File: src/rtl/phy_pkg.sv
// Shared PHY definitions: symbol width, the COM training/idle-fill symbol and TX serializer states.
package phy_pkg;

  localparam int unsigned SYM_WIDTH      = 8;
  localparam logic [7:0]  COM_SYM        = 8'hBC;
  localparam int unsigned TRAIN_SYMS_DEF = 4;

  typedef enum logic {
    TRAIN  = 1'b0,
    ACTIVE = 1'b1
  } tx_state_e;

endpackage

File: src/rtl/phy_tx_par_to_serial.sv
// PHY-TX serializer: one symbol per WIDTH clk_8f cycles, MSB first, with COM training after
// power-up or tx_en loss and COM idle fill for empty byte slots.
module phy_tx_par_to_serial
  import phy_pkg::*;
#(
  parameter int unsigned      WIDTH      = SYM_WIDTH,
  parameter logic [WIDTH-1:0] COM        = COM_SYM,
  parameter int unsigned      TRAIN_SYMS = TRAIN_SYMS_DEF
) (
  input  logic             clk_8f,
  input  logic             reset_L,
  input  logic             tx_en,
  input  logic [WIDTH-1:0] data_in,
  input  logic             valid_in,
  output logic             data_ready,
  output logic             data_out,
  output logic             symbol_start,
  output logic             tx_active
);

  localparam int unsigned     CW         = (WIDTH > 1) ? $clog2(WIDTH) : 1;
  localparam int unsigned     TW         = $clog2(TRAIN_SYMS + 1);
  localparam logic [CW-1:0]   LAST_BIT   = CW'(WIDTH - 1);
  localparam logic [TW-1:0]   LAST_TRAIN = TW'(TRAIN_SYMS - 1);

  logic [WIDTH-1:0] sh;
  logic [WIDTH-1:0] next_sym;
  logic [CW-1:0]    bit_cnt;
  logic [TW-1:0]    train_cnt;
  logic [TW-1:0]    train_cnt_next;
  tx_state_e        state;
  tx_state_e        state_next;
  logic             boundary;
  logic             last_train;

  always_comb begin
    boundary       = (bit_cnt == LAST_BIT);
    last_train     = (state == TRAIN) && tx_en && (train_cnt == LAST_TRAIN);
    data_ready     = boundary && tx_en && ((state == ACTIVE) || last_train);
    next_sym       = (data_ready && valid_in) ? data_in : COM;
    state_next     = state;
    train_cnt_next = train_cnt;
    // FSM only moves on symbol boundaries so a symbol is never cut short
    if (boundary) begin
      if (state == TRAIN) begin
        if (!tx_en) begin
          train_cnt_next = '0;
        end else if (last_train) begin
          state_next = ACTIVE;
        end else begin
          train_cnt_next = train_cnt + 1'b1;
        end
      end else if (!tx_en) begin
        state_next     = TRAIN;
        train_cnt_next = '0;
      end
    end
  end

  always_ff @(posedge clk_8f or negedge reset_L) begin
    if (!reset_L) begin
      sh           <= COM;
      bit_cnt      <= '0;
      state        <= TRAIN;
      train_cnt    <= '0;
      data_out     <= 1'b0;
      symbol_start <= 1'b0;
      tx_active    <= 1'b0;
    end else begin
      data_out     <= sh[WIDTH-1];
      symbol_start <= (bit_cnt == '0);
      // Registered from the state register so it lines up with the serial bit it describes
      tx_active    <= (state == ACTIVE);
      state        <= state_next;
      train_cnt    <= train_cnt_next;
      if (boundary) begin
        bit_cnt <= '0;
        sh      <= next_sym;
      end else begin
        bit_cnt <= bit_cnt + 1'b1;
        sh      <= sh << 1;
      end
    end
  end

endmodule

File: config.mk
export PLATFORM = sky130hd
export DESIGN_NAME = phy_tx_par_to_serial
export DESIGN_NICKNAME = d
export VERILOG_FILES = /design/src/rtl/phy_pkg.sv /design/src/rtl/phy_tx_par_to_serial.sv
export SDC_FILE = /design/constraint.sdc
export NUM_CORES = 1
export LEC_CHECK = 0
export ABC_AREA = 1
export CAP_MARGIN = 10
export CORE_UTILIZATION = 42
export CTS_CLUSTER_SIZE = 8
export DETAILED_ROUTE_END_ITERATION = 6
export PLACE_DENSITY = 0.67
export SYNTH_ARGS = -nofsm -noshare
export SYNTH_HDL_FRONTEND = slang
export SYNTH_SLANG_ARGS = --single-unit
File: constraint.sdc
create_clock -name clk_8f -period 2.4 [get_ports clk_8f]
set_clock_uncertainty 0.05 [all_clocks]
set_input_delay 0.48 -clock clk_8f [delete_from_list [all_inputs] [get_ports clk_8f]]
set_output_delay 0.48 -clock clk_8f [all_outputs]
set_load 0.005 [all_outputs]
==> impl_metrics.tcl <==
set metrics [dict create \
    status "finished, final reports clean" \
    drive_above_1_share 0.131 \
    worstSetupPathType "reg -> out" \
    track_usage 0.146 \
    cp.required_ns 1.87 \
    ys_ff_latch 18 \
    io_buffers 15 \
    final_cell_mix "nand2_1 (19), inv_1 (16), clkdlybuf4s50_1 (15)" \
    fin_crit_ns 2.34 \
    clk_latency_ns 0.28 \
    peakVddDrop_mv 0.362 \
    finalPower_uw 519 \
    drv_cap 0 \
    yosysWarnings 0 \
    placed_cells 128 \
    drtIter0Drc 9 \
    endpoint_kind "primary output" \
    hold_class "reg -> reg" \
    grt_max_degree 19 \
    area_growth_pct 28.0 \
    globalplace.congestion 0.799 \
    synth_cell_type_count 15 \
    initial_utilization 0.453 \
    arrival_ns 1.81 \
    final_max_slew_viol_count 0 \
    avgSynthCellArea_um2 9.19 \
    antenna_found_initial 0 \
    syn_inst 87 \
    p_leak_uw 0.000527 \
    postLayoutCellArea_um2 1020 \
    synth_nets 104 \
    fin_cells 132 \
    fmax_mhz 427 \
    grt_pass1_wl_mm 2.08 \
    cts.path.max_buffers 2 \
    crit_fanout 3 \
    place_hpwl_um 949 \
    die-area_um2 2080 \
    hold_violations 0 \
    dr.pass1.iters 4 \
    worst_pin_slew_ns 0.281 \
    clk_pin_slew_ns 0.10 \
    diodes 0 \
    ioPinCount 16 \
    vias_per_cell 4.48 \
    die_height_um 45.6 \
    setup_viol 0 \
    ctsHoldBuffers 0 \
    wl_per_cell_um 9.77 \
    htree_num_levels 1 \
    period_share 0.975 \
    relSlewSlack 0.812 \
    powerDensity_nw_per_um2 507 \
    final_nets 125 \
    layout.cells.most_common "nand2_1" \
    cts_tree "yes" \
    fp-row-count 15 \
    die_w_um 45.6 \
    dr_total_vias 592 \
    core-area_um2 1760 \
    cts_root_buffer "clkbuf_4" \
    synth.cell_area_um2 800 \
    drc 0 \
    grt_pass1_vias 524 \
    cts_num_sinks 18 \
    overflow 0 \
    ant_nets 0 \
    seq_area_frac_synth 0.571 \
    cp-start-kind "flip-flop" \
    placed_cell_area_um2 995 \
    cts_buffers 3 \
    drt-total-wl_mm 1.29 \
]
==> metal layers <==
layer / part of all wire / global-route usage / vias to the layer above
met2: 0.51 / 0.237 / 14
met4: 0.0078 / 0.0727 / 0
met3: 0.038 / 0.0357 / 2
met5: 0 / 0 / -
li1: - / - / 302
met1: 0.45 / 0.178 / 274
==> report_power, final <==
part	switching, uW	internal, uW
sequential	5.23	313
clock	83.6	64.5
combinational	24.4	28.2
total	113	405
==> synth_stat cells <==
library cell,count,area share
and3_1,1,0.0078
buf_2,1,0.0063
clkbuf_1,1,0.0047
dfrtp_1,13,0.41
dfstp_2,5,0.16
ha_1,5,0.078
inv_1,16,0.075
inv_2,1,0.0047
nand2_1,19,0.089
nand3_1,10,0.063
nor2_1,7,0.033
nor2_4,1,0.014
o21ai_1,1,0.0063
o22ai_1,1,0.0078
or2_1,5,0.039
==> worst max-delay path, stage by stage (launching register included) <==
cell and delay (ns):
dfrtp_1 0.41, ha_1 0.21, ha_1 0.21, nor2_2 0.21, nor2_4 0.05, clkdlybuf4s50_1 0.44
==> flip-flops by register name, summed over array words and instances, names as in the netlist <==
signal	cells
sh	8
data_out	1
state	1
symbol_start	1
bit_cnt	3
train_cnt	3
tx_active	1
==> path summary, 6_finish.rpt <==
kind | depth (start not counted) | slack [ns] | from | endpoint
setup / recovery | 5 | 0.06 | train_cnt[0]$_DFFE_PN0P_ | data_ready
hold / removal | 0 | 0.35 | sh[7]$_DFF_PN1_ | data_out$_DFF_PN0_
setup reg to reg | 6 | 0.86 | train_cnt[0]$_DFFE_PN0P_ | sh[0]$_DFF_PN0_
hold reg to reg | 0 | 0.35 | sh[7]$_DFF_PN1_ | data_out$_DFF_PN0_
max in group asynchronous | 2 | 1.58 | reset_L | sh[7]$_DFF_PN1_
min in group asynchronous | 2 | 0.45 | reset_L | train_cnt[2]$_DFFE_PN0P_
==> kinds of logic (layout without fill, tap and decap cells) <==
kind of cell	count (synthesis)	after routing	share of synthesized area
AO/OA/AOI/OAI	2	2	0.0141
adder cells (fa/ha/maj)	5	5	0.0782
buffers and inverters	19	39	0.0908
flip-flops	18	18	0.571
AND/OR/NAND/NOR	43	43	0.246
==> stage by stage <==
step                       util  setup slack [ns]  hold slack, ns  setup TNS (ns)
after floorplan               -             0.838           0.134               0
after global placement    0.564             0.110           0.332               0
after detailed placement  0.564             0.121           0.334               0
after CTS                 0.579            0.0228           0.348               0
after global routing      0.580           -0.0102           0.349         -0.0102
final                     0.580            0.0596           0.345               0
==> repair_timing <==
action / 4_1_cts / 5_1_grt
resized for setup: 0 / 1
hold endpoints to repair: 0 / 0
buffers inserted: 0 / 0
setup endpoints to repair: 0 / 1
==> cell type report <==
class                      count  area [um2]
clock buffer                   4        26.3
fill                         168         741
inverter                      17        63.8
multi-input combinational     50         273
sequential                    18         457
tap                           25        31.3
timing repair buffer          18         173
No activity file was read; power rests on OpenSTA's default activity.
